[config.mk]
export PLATFORM = sky130hd
export DESIGN_NAME = egress_arb
export DESIGN_NICKNAME = d
export VERILOG_FILES = /design/src/rtl/egress_arb.sv
export SDC_FILE = /design/constraint.sdc
export NUM_CORES = 1
export LEC_CHECK = 0
export BUFFER_PORTS_ARGS = -buffer_cell sky130_fd_sc_hd__buf_4
export CAP_MARGIN = 10
export CORE_MARGIN = 2
export CORE_UTILIZATION = 29
export DETAILED_ROUTE_END_ITERATION = 12
export HOLD_SLACK_MARGIN = 0.05
export RECOVER_POWER = 25
export SLEW_MARGIN = 20
export SYNTH_ARGS = -nofsm -noshare
export SYNTH_HDL_FRONTEND = slang
export SYNTH_SLANG_ARGS = --single-unit
[constraint.sdc]
create_clock -name clk -period 1.98 [get_ports clk]
set_clock_uncertainty 0.05 [all_clocks]
set_input_delay 0.396 -clock clk [delete_from_list [all_inputs] [get_ports clk]]
set_output_delay 0.396 -clock clk [all_outputs]
set_load 0.02 [all_outputs]
[src/rtl/egress_arb.sv]
// egress_arb: round-robin arbiter multiplexing two-beat (address, data) transactions onto one egress port.
// The grant is held from the address beat through the data beat; a stalled grantee is aborted after TMO idle cycles.
module egress_arb #(
  parameter int NREQ = 4,
  parameter int TMO = 16
) (
  input  logic              clk,
  input  logic              rstN,
  input  logic [NREQ-1:0]   req_valid,
  input  logic [8*NREQ-1:0] req_data,
  output logic [NREQ-1:0]   req_rdy,
  output logic [NREQ-1:0]   req_done,
  output logic [7:0]        req_rdata,
  output logic              int_datavalid,
  output logic [7:0]        int2eg_data,
  input  logic              int_datardy,
  input  logic [7:0]        eg2int_data,
  output logic [2:0]        gnt_id,
  output logic              busy,
  output logic              tmo_err
);
  localparam logic [1:0] ARB_IDLE = 2'd0;
  localparam logic [1:0] ARB_ADDR = 2'd1;
  localparam logic [1:0] ARB_DATA = 2'd2;
  logic [1:0] state;
  logic [2:0] ptr;
  logic [2:0] win;
  logic [7:0] stall;
  logic [7:0] sel_data;
  logic       sel_valid;
  logic       any;
  logic       xfer;
  // Search runs from the farthest candidate down so the nearest one after ptr overwrites last.
  always_comb begin
    sel_valid = 1'b0;
    sel_data = 8'h00;
    win = 3'd0;
    any = 1'b0;
    req_rdy = '0;
    for (int i = 0; i < NREQ; i++) begin
      if (gnt_id == 3'(i)) begin
        sel_valid = req_valid[i];
        sel_data = req_data[8*i +: 8];
      end
    end
    for (int k = NREQ; k >= 1; k--) begin
      if (req_valid[(int'(ptr) + k) % NREQ]) begin
        any = 1'b1;
        win = 3'((int'(ptr) + k) % NREQ);
      end
    end
    for (int i = 0; i < NREQ; i++) req_rdy[i] = busy && gnt_id == 3'(i) && int_datardy;
  end
  assign busy = state == ARB_ADDR || state == ARB_DATA;
  assign xfer = busy && sel_valid && int_datardy;
  assign tmo_err = busy && !xfer && stall == 8'(TMO);
  assign int_datavalid = busy && sel_valid;
  assign int2eg_data = busy ? sel_data : 8'h00;
  assign req_rdata = eg2int_data;
  always_ff @(posedge clk or negedge rstN) begin
    if (!rstN) begin
      state <= ARB_IDLE;
      ptr <= 3'(NREQ - 1);
      gnt_id <= 3'd0;
      stall <= 8'd0;
      req_done <= '0;
    end else begin
      req_done <= '0;
      if (!busy) begin
        state <= any ? ARB_ADDR : ARB_IDLE;
        if (any) begin
          gnt_id <= win;
          stall <= 8'd0;
        end
      end else if (xfer) begin
        stall <= 8'd0;
        state <= state == ARB_ADDR ? ARB_DATA : ARB_IDLE;
        if (state == ARB_DATA) begin
          ptr <= gnt_id;
          req_done <= {{(NREQ-1){1'b0}}, 1'b1} << gnt_id;
        end
      end else if (tmo_err) begin
        state <= ARB_IDLE;
        stall <= 8'd0;
      end else if (!sel_valid) begin
        stall <= stall + 8'd1;
      end
    end
  end
endmodule
==> metrics.md, run 1 <==
| Metric | Value |
|---|---|
| Status | `finished with violations` |
| Violated checks | `setup timing` |
| Die Wd | `73.4 µm` |
| NetSw | `0.00132 W` |
| Largest net degree at the start of global routing | `19` |
| Worst reg2reg path depth | `5` |
| Fmax | `between 400 and 500 MHz` |
| Total negative slack | `-1.56 ns` |
| DR pass1 iterations | `4` |
| Number of buffers added on ports | `a little under 60` |
| Area contributors post-synth | `dfrtp_1, mux4_2, buf_4` |
| Top Usage Layer GRT | `met2` |
| Pwr Density | `1380 nW/µm²` |
| CP Class | `reg -> out` |
| Yosys top cell area share | `0.286` |
| Most common library cell in the layout ignoring fill and taps | `buf_4` |
| Final Cell Area | `between 2000 and 2500 µm²` |
| Max-cap violation count | `0` |
| Peak supply drop | `628 µV` |
| Met2 Use GR | `0.267` |
| Design Power | `0.00307 W` |
| Row count | `25` |
| Crit path DAT | `1.77 ns` |
| CTS tree | `built` |
| Peak fanout along the critical path | `4` |
| # DRC | `0` |
| Commonest cells after routing, fill and taps aside | `buf_4, dfrtp_1, nand2_1` |
| Worst-Margin Slew | `0.984 ns` |
| Layout cells sized above 1 | `0.584` |
| Final wirelength | `3.76 mm` |
| All-Layer GR Usage | `0.147` |
| #FFs+latches synth | `18` |
| First-pass GRT wire length | `6.11 mm` |
| CTS max path bufs | `2` |
| Synth cell types | `40` |
| Post-synthesis cell area | `1400 µm²` |
| Final WS setup | `-0.239 ns` |
| Num CTS Buffers | `3` |
| Worst setup SP type | `flip-flop` |
| FF-to-FF End | `stall[5]$_DFFE_PN0P_` |
| H-tree Lvls | `1` |
| Worst Hold End | `state[1]$_DFFE_PN0P_` |
| Worst hold path type | `in -> reg` |
| Gr ovfl total | `0` |
| Vias | `1374` |
| Clock transition at path regs | `0.07 ns` |
| Vias in the first global route | `1361` |
| Clock Latency Late Sink | `between 0.2 and 0.3 ns` |
| Area grow syn2layout | `59.0%` |
| Core area | `4690 µm²` |
| Starting density of the core | `0.298` |
| Mean post-synth cell area | `about 9.6 µm²` |
| Dpl ws | `-0.0729 ns` |
| Seq/Total Area, Yosys | `0.324` |
| DP Area | `2030 µm²` |
| Post-synth EDFFs | `0` |
| Synthesized instance count | `146` |
| Final setup viols | `12` |
| Final hold violation count | `0` |
| Die height | `about 73 µm` |
| P_int | `between 0.0015 and 0.002 W` |
| Area leader, netlist | `dfrtp_1` |
| Met3 GRT Util | `0.0549` |
| CTS Sinks | `18` |
| Leak | `between 0.9 and 1 nW` |
| Vias per Instance | `5.03` |
| Period Utilization, post-route | `1.12` |
| CP Data Required Time | `1.53 ns` |
| Initial antenna violation count | `0` |
| Seq pwr share | `0.170` |
| Diode count | `0` |
| Combinational power share | `0.731` |
| Dpl hpwl | `between 2 and 3 mm` |
| Root buffer cell | `clkbuf_8` |
| R2r startpoint | `gnt_id[0]$_DFFE_PN0P_` |
| GPL Wtd Cong | `between 0.8 and 0.9` |
| Slew headroom | `0.344` |
| Die area | `5390 µm²` |
| Avg WL per Cell | `between 10 and 15 µm` |
| Hold Crit Start | `int_datardy` |
| Antenna viol nets, final | `0` |
| Met1 usage | `0.156` |
| R2R setup slack | `-0.07 ns` |
| Drt first-iter violations | `42` |
| Synth warn | `0` |
| Hold Crit Depth | `3` |
| Clock Power Share | `0.098` |
| Max Slew Vio Count | `0` |
| Num ports | `77` |
| Ys flop type | `dfrtp_1` |
| RSZ-0062 raised after global routing | `yes` |
| Asr flop ratio synth | `1.00` |
| Min Tclk post-route | `2.22 ns` |
| Syn Nets | `197` |
| Layout Nets | `271` |
| Crit end category | `output port` |
| Switching Fraction | `0.429` |
## state kept, by name, summed over array words and instances, names as in the netlist
register,flops
req_done,4
ptr,2
state,2
gnt_id,2
stall,8
## cells in the mapped netlist, types with 4 or more instances
| master | instances |
|---|---|
| xnor2_1 | 4 |
| ha_1 | 4 |
| dfrtp_1 | 16 |
| a21oi_1 | 8 |
| inv_1 | 9 |
| clkbuf_1 | 4 |
| buf_4 | 9 |
| and2_1 | 10 |
| nand3_1 | 5 |
| mux4_2 | 9 |
| nand2b_1 | 5 |
| nor2_1 | 12 |
| nand2_1 | 12 |
## how the worst max path moves through the flow
stage / slack, ns / end / startpoint / cells past startpoint
after floorplan: -0.12 / tmo_err / gnt_id[0]$_DFFE_PN0P_ / 4
after global placement: -0.07 / tmo_err / req_valid[3] / 4
after detailed placement: -0.07 / tmo_err / req_valid[3] / 4
after CTS: -0.24 / tmo_err / gnt_id[0]$_DFFE_PN0P_ / 3
after global routing: -0.30 / tmo_err / gnt_id[0]$_DFFE_PN0P_ / 3
final: -0.24 / tmo_err / stall[7]$_DFFE_PN0P_ / 3
## timing repair
item                                    CTS  global route
endpoints found under the setup margin   18            19
resized for setup                         8            13
pin swaps                                 2             2
hold buffers                              1             0
gates cloned                              1             0
buffers inserted                          4             1
endpoints found under the hold margin    16             0
## power by group through the flow
stage,Combinational (W),Sequential (W),Clock (W)
after global placement,0.00192,0.000521,0
final,0.00224,0.000523,0.000301
after floorplan,0.00128,0.000539,0
after detailed placement,0.00193,0.000525,0
after CTS,0.00217,0.000521,0.000312
after global routing,0.00244,0.000536,0.000336
## logic make-up after synthesis
family	Yosys count	share of synthesized area
flops	18	0.324
fa+ha+maj	4	0.0358
other cells	1	0.00268
buf+inv	26	0.0967
mux	12	0.168
compound gates	26	0.130
xor+xnor	4	0.0251
simple gates	55	0.218
## metrics by stage
step / hold WS [ns] / utilization / instances
final: 0.486 / 0.474 / 273
after global routing: 0.494 / 0.474 / 273
after CTS: 0.473 / 0.464 / 273
after detailed placement: 0.232 / 0.432 / 263
after global placement: 0.237 / 0.432 / 263
after floorplan: 0.0504 / - / 146
## layout make-up
cell class              instances  area [µm²]
flip-flops and latches         18         454
well taps                      54        67.6
inverters                       9        33.8
fillers                       437        2470
multi-input cells             102         936
repair buffers                 86         676
clock buffers                   4        55.1
## layer usage
| layer | vias up | wire, µm |
|---|---|---|
| met3 | 6 | 460 |
| met1 | 652 | 1440 |
| met5 | - | 0 |
| li1 | 655 | - |
| met4 | 0 | 38 |
| met2 | 61 | 1820 |
## worst max-delay path, stage by stage (launching register included)
cell and delay, ns:
dfrtp_1 0.38, or4b_4 0.58, a2111oi_4 0.36, buf_4 0.20
Power figures use the tool's default switching activity.
==> run 2, diff against run 1 <==
- CORE_ASPECT_RATIO: not set -> 0.75
- CORE_UTILIZATION: 29 -> 40
- PLACE_DENSITY: not set -> 0.76
==> metrics.md, run 2 (synthesized netlist as in run 1, its figures left out) <==
| Metric | Value |
|---|---|
| H-tree Lvls | `1` |
| Design Power | `0.00304 W` |
| Die height | `55.2 µm` |
| Pwr Density | `1400 nW/µm²` |
| R2R setup slack | `-0.18 ns` |
| Initial antenna violation count | `0` |
| Final wirelength | `4.32 mm` |
| Max FFs per register | `8` |
| Final setup viols | `15` |
| Layout Nets | `271` |
| Final hold violation count | `0` |
| Area grow syn2layout | `55.1%` |
| Drt first-iter violations | `around 90` |
| All-Layer GR Usage | `0.208` |
| Core area | `3310 µm²` |
| Largest regs | `stall (8), req_done (4)` |
| CTS max path bufs | `2` |
| CTS tree | `built` |
| Top reg by flops | `stall` |
| R2r startpoint | `gnt_id[0]$_DFFE_PN0P_` |
| Violated checks | `setup timing` |
| Peak supply drop | `594 µV` |
| GPL Wtd Cong | `between 0.8 and 0.9` |
| Hold Crit Depth | `3` |
| First-pass GRT wire length | `6.11 mm` |
| Gr ovfl total | `0` |
| Vias | `1392` |
| Number of buffers added on ports | `59` |
| Die area | `about 4000 µm²` |
| Layout cells sized above 1 | `0.575` |
| Worst reg2reg path depth | `6` |
| Final WS setup | `-0.212 ns` |
| Antenna viol nets, final | `0` |
| Starting density of the core | `0.422` |
| Max Slew Vio Count | `0` |
| Fmax | `456 MHz` |
| Worst Hold End | `req_done[2]$_DFF_PN0_` |
| Clock Latency Late Sink | `0.26 ns` |
| Crit end category | `output port` |
| Slew headroom | `0.316` |
| CP Class | `reg -> out` |
| Row count | `18` |
| FF-to-FF End | `stall[6]$_DFFE_PN0P_` |
| DP Area | `2010 µm²` |
| Period Utilization, post-route | `1.11` |
| Layout Utilization | `0.655` |
| Num CTS Buffers | `3` |
| CTS Sinks | `18` |
| # DRC | `0` |
| Peak fanout along the critical path | `4` |
| Die Wd | `72.3 µm` |
| Vias per Instance | `5.37` |
| Placed cells | `249` |
| RSZ-0062 raised after global routing | `yes` |
| Worst setup SP type | `flip-flop` |
| Avg WL per Cell | `around 17 µm` |
| Status | `finished with violations` |
| DR pass1 iterations | `4` |
| Worst-Margin Slew | `1.03 ns` |
| Crit path DAT | `1.75 ns` |
| Final Cell Area | `2170 µm²` |
| Root buffer cell | `clkbuf_8` |
| Vias in the first global route | `1313` |
| Most common library cell in the layout ignoring fill and taps | `buf_4` |
| CP Data Required Time | `1.53 ns` |
| Diode count | `0` |
| Post-route insts no fill | `259` |
| Largest net degree at the start of global routing | `19` |
| Leak | `between 0.9 and 1 nW` |
| Commonest cells after routing, fill and taps aside | `buf_4, dfrtp_1, nand2_1` |
| Hold Crit Start | `int_datardy` |
| Dpl hpwl | `3.31 mm` |
| Worst hold path type | `in -> reg` |
| Min Tclk post-route | `between 2 and 2.5 ns` |
| Num ports | `77` |
| Max-cap violation count | `0` |
| Total negative slack | `-1.92 ns` |
| Clock transition at path regs | `approximately 0.070 ns` |
[run 2: metrics by stage]
| stage | worst slack, ns | hold WS, ns |
|---|---|---|
| floorplan | -0.121 | 0.0504 |
| global placement | -0.0336 | 0.226 |
| detailed placement | -0.0861 | 0.231 |
| CTS | -0.216 | 0.428 |
| global route | -0.289 | 0.431 |
| finish | -0.212 | 0.430 |
[run 2: power breakdown]
| group | internal, W | total [W] | switching [W] |
|---|---|---|---|
| clock | 0.000143 | 0.000273 | 0.000130 |
| combinational | 0.00106 | 0.00224 | 0.00118 |
| sequential | 0.000457 | 0.000527 | 0.0000702 |
| total | 0.00166 | 0.00304 | 0.00138 |
[run 2: worst max path at each step]
stage                           end  slack, ns                   from  cells after the start
3_5_place_dp   stall[6]$_DFFE_PN0P_      -0.09           req_valid[3]                      5
6_report                    tmo_err      -0.21   stall[6]$_DFFE_PN0P_                      3
5_1_grt                     tmo_err      -0.29  gnt_id[0]$_DFFE_PN0P_                      3
3_3_place_gp   stall[5]$_DFFE_PN0P_      -0.03           req_valid[3]                      5
4_1_cts                     tmo_err      -0.22  gnt_id[0]$_DFFE_PN0P_                      3
2_1_floorplan               tmo_err      -0.12  gnt_id[0]$_DFFE_PN0P_                      4
[run 2: layer usage]
layer	wire [µm]	GRT usage	up-vias
li1	-	-	658
met2	2200	0.344	65
met1	1740	0.268	659
met5	0	0	-
met4	44	0.0723	0
met3	342	0.0562	10
[run 2: critical path: stages (launching register included)]
cell	delay [ns]
dfrtp_1	0.38
or4b_4	0.59
a2111oi_4	0.33
buf_4	0.19
[run 2: cell type report]
class                           instances  area [µm²]
Fill cell                             265        1140
Multi-Input combinational cell        102         927
Timing Repair Buffer                   86         656
Sequential cell                        18         454
Tap cell                               40        50.0
Clock buffer                            4        45.0
Inverter                                9        36.3
[run 2: repair_timing]
item,4_1_cts,5_1_grt
hold endpoints to repair,16,0
buffers inserted,1,4
hold buffers,1,0
pin swaps,2,4
resized for setup,8,9
setup endpoints to repair,19,20
==> run 3, diff against run 2 <==
- BUFFER_PORTS_ARGS: -buffer_cell sky130_fd_sc_hd__buf_4 -> not set
- CORE_UTILIZATION: 40 -> 56
- DONT_BUFFER_PORTS: not set -> 1
- PLACE_DENSITY: 0.76 -> 0.74
==> metrics.md, run 3 (synthesized netlist as in run 1, its figures left out) <==
| Metric | Value |
|---|---|
| Clock Latency Late Sink | `0.31 ns` |
| Die Wd | `61.7 µm` |
| First-pass GRT wire length | `about 5.7 mm` |
| Design Power | `0.00314 W` |
| FF-to-FF End | `stall[5]$_DFFE_PN0P_` |
| Layout Nets | `216` |
| Dpl ws | `-0.0332 ns` |
| Worst-Margin Slew | `0.802 ns` |
| Clock transition at path regs | `0.11 ns` |
| Number of buffers added on ports | `0` |
| Leak | `between 0.7 and 0.8 nW` |
| Met3 GRT Util | `0.102` |
| Initial antenna violation count | `0` |
| Diode count | `0` |
| Status | `finished with violations` |
| Slew headroom | `0.464` |
| Vias per Instance | `between 6 and 7` |
| Hold Slack | `0.196 ns` |
| Commonest cells after routing, fill and taps aside | `buf_4, dfrtp_1, nand2_1` |
| Crit end category | `output port` |
| Peak fanout along the critical path | `4` |
| Die area | `2920 µm²` |
| Vias in the first global route | `1164` |
| Peak supply drop | `999 µV` |
| Max incr delay on CP | `0.42 ns` |
| Worst path buffer plus inverter count | `2` |
| Fmax | `~440 MHz` |
| Most common library cell in the layout ignoring fill and taps | `buf_4` |
| Top reg by flops | `stall` |
| Largest regs | `stall (8), req_done (4)` |
| CTS max path bufs | `2` |
| Final wirelength | `4.06 mm` |
| Layout cells sized above 1 | `0.494` |
| Worst reg2reg path depth | `5` |
| Largest net degree at the start of global routing | `19` |
| Num CTS Buffers | `3` |
| Core area | `2330 µm²` |
| Fillers | `approximately 140` |
| Period Utilization, post-route | `1.14` |
| # DRC | `0` |
| Hold Crit Start | `int_datardy` |
| CTS tree | `built` |
| Starting density of the core | `0.601` |
| Final hold violation count | `0` |
| Max Slew Vio Count | `0` |
| Final Cell Area | `1850 µm²` |
| Root buffer cell | `clkbuf_4` |
| RSZ-0062 raised after global routing | `yes` |
| CP Data Required Time | `1.53 ns` |
| Max-cap violation count | `0` |
| R2r startpoint | `stall[5]$_DFFE_PN0P_` |
| Top Usage Layer GRT | `met2` |
| Num ports | `77` |
| Row count | `15` |
| Antenna viol nets, final | `0` |
| Avg WL per Cell | `20.5 µm` |
| Gr ovfl total | `0` |
| Total negative slack | `-1.41 ns` |
| Critical-path cell list | `inv_1, ha_1, or3b_4, a2111oi_4, buf_4` |
| Worst hold path type | `in -> reg` |
| Reg area | `approximately 460 µm²` |
| Min Tclk post-route | `around 2.2 ns` |
| Met1 usage | `0.382` |
| Area grow syn2layout | `32.1%` |
| Drt first-iter violations | `88` |
| H-tree Lvls | `1` |
| DR pass1 iterations | `4` |
| All-Layer GR Usage | `0.287` |
| Crit path DAT | `1.80 ns` |
| Max FFs per register | `8` |
| Footprint of the multi-input gates | `971 µm²` |
| Worst setup SP type | `flip-flop` |
| Dpl hpwl | `2.46 mm` |
| Vias | `1275` |
| Met2 Use GR | `0.432` |
| Worst Hold End | `req_done[2]$_DFF_PN0_` |
| Final setup viols | `13` |
| GPL Wtd Cong | `about 0.83` |
| Hold Crit Depth | `2` |
| Pwr Density | `1700 nW/µm²` |
| Violated checks | `setup timing` |
| Final WS setup | `-0.268 ns` |
| CP Class | `reg -> out` |
| CP delay by family, top | `simple AND/OR/NAND/NOR gates` |
| CTS Sinks | `18` |
| Crit-path slowest cell | `or3b_4` |
| Die height | `47.3 µm` |
| DP Area | `between 1500 and 2000 µm²` |
| R2R setup slack | `-0.17 ns` |
run 3: worst max-delay path by stage:
stage	cells after the start	to	start
floorplan	4	tmo_err	gnt_id[0]$_DFFE_PN0P_
global placement	4	stall[7]$_DFFE_PN0P_	stall[5]$_DFFE_PN0P_
detailed placement	4	stall[7]$_DFFE_PN0P_	stall[5]$_DFFE_PN0P_
CTS	3	tmo_err	stall[7]$_DFFE_PN0P_
global route	3	tmo_err	stall[5]$_DFFE_PN0P_
finish	5	tmo_err	stall[1]$_DFFE_PN0P_
run 3: where the power goes:
part | total [W] | switching (W) | internal [W]
Combinational | 0.00236 | 0.00123 | 0.00113
Sequential | 0.000536 | 0.0000774 | 0.000458
Clock | 0.000239 | 0.000126 | 0.000112
run 3: area by class of cell:
| class | instances | area share |
|---|---|---|
| Multi-Input combinational cell | 102 | 0.526 |
| Sequential cell | 18 | 0.247 |
| Inverter | 9 | 0.0210 |
| Clock buffer | 4 | 0.0196 |
| Tap cell | 34 | 0.0230 |
| Timing Repair Buffer | 31 | 0.164 |
run 3: through the flow:
step                      instances   util
after floorplan                 146      -
after global placement          179  0.659
after detailed placement        179  0.659
after CTS                       194  0.772
after global routing            198  0.794
final                           198  0.794
run 3: routing by layer:
layer  vias to the layer above  wire length (µm)  part of all wire
met5                         -                 0                 0
met4                         0               112             0.028
met3                        16               369             0.091
met2                        81              2020              0.50
met1                       631              1570              0.39
li1                        547                 -                 -
run 3: worst reg2reg max path: stages, from the launching register on:
cell     delay (ns)
dfrtp_1        0.41
or4b_4         0.57
buf_6          0.14
o211a_4        0.26
or4b_4         0.49
a21oi_2        0.16
run 3: timing repair:
action | in CTS | in global routing
setup endpoints to repair | 18 | 19
resized for setup | 36 | 13
hold buffers | 1 | 0
hold endpoints to repair | 18 | 0
pin swaps | 14 | 11
cloned | 2 | 0
setup buffers | 8 | 8
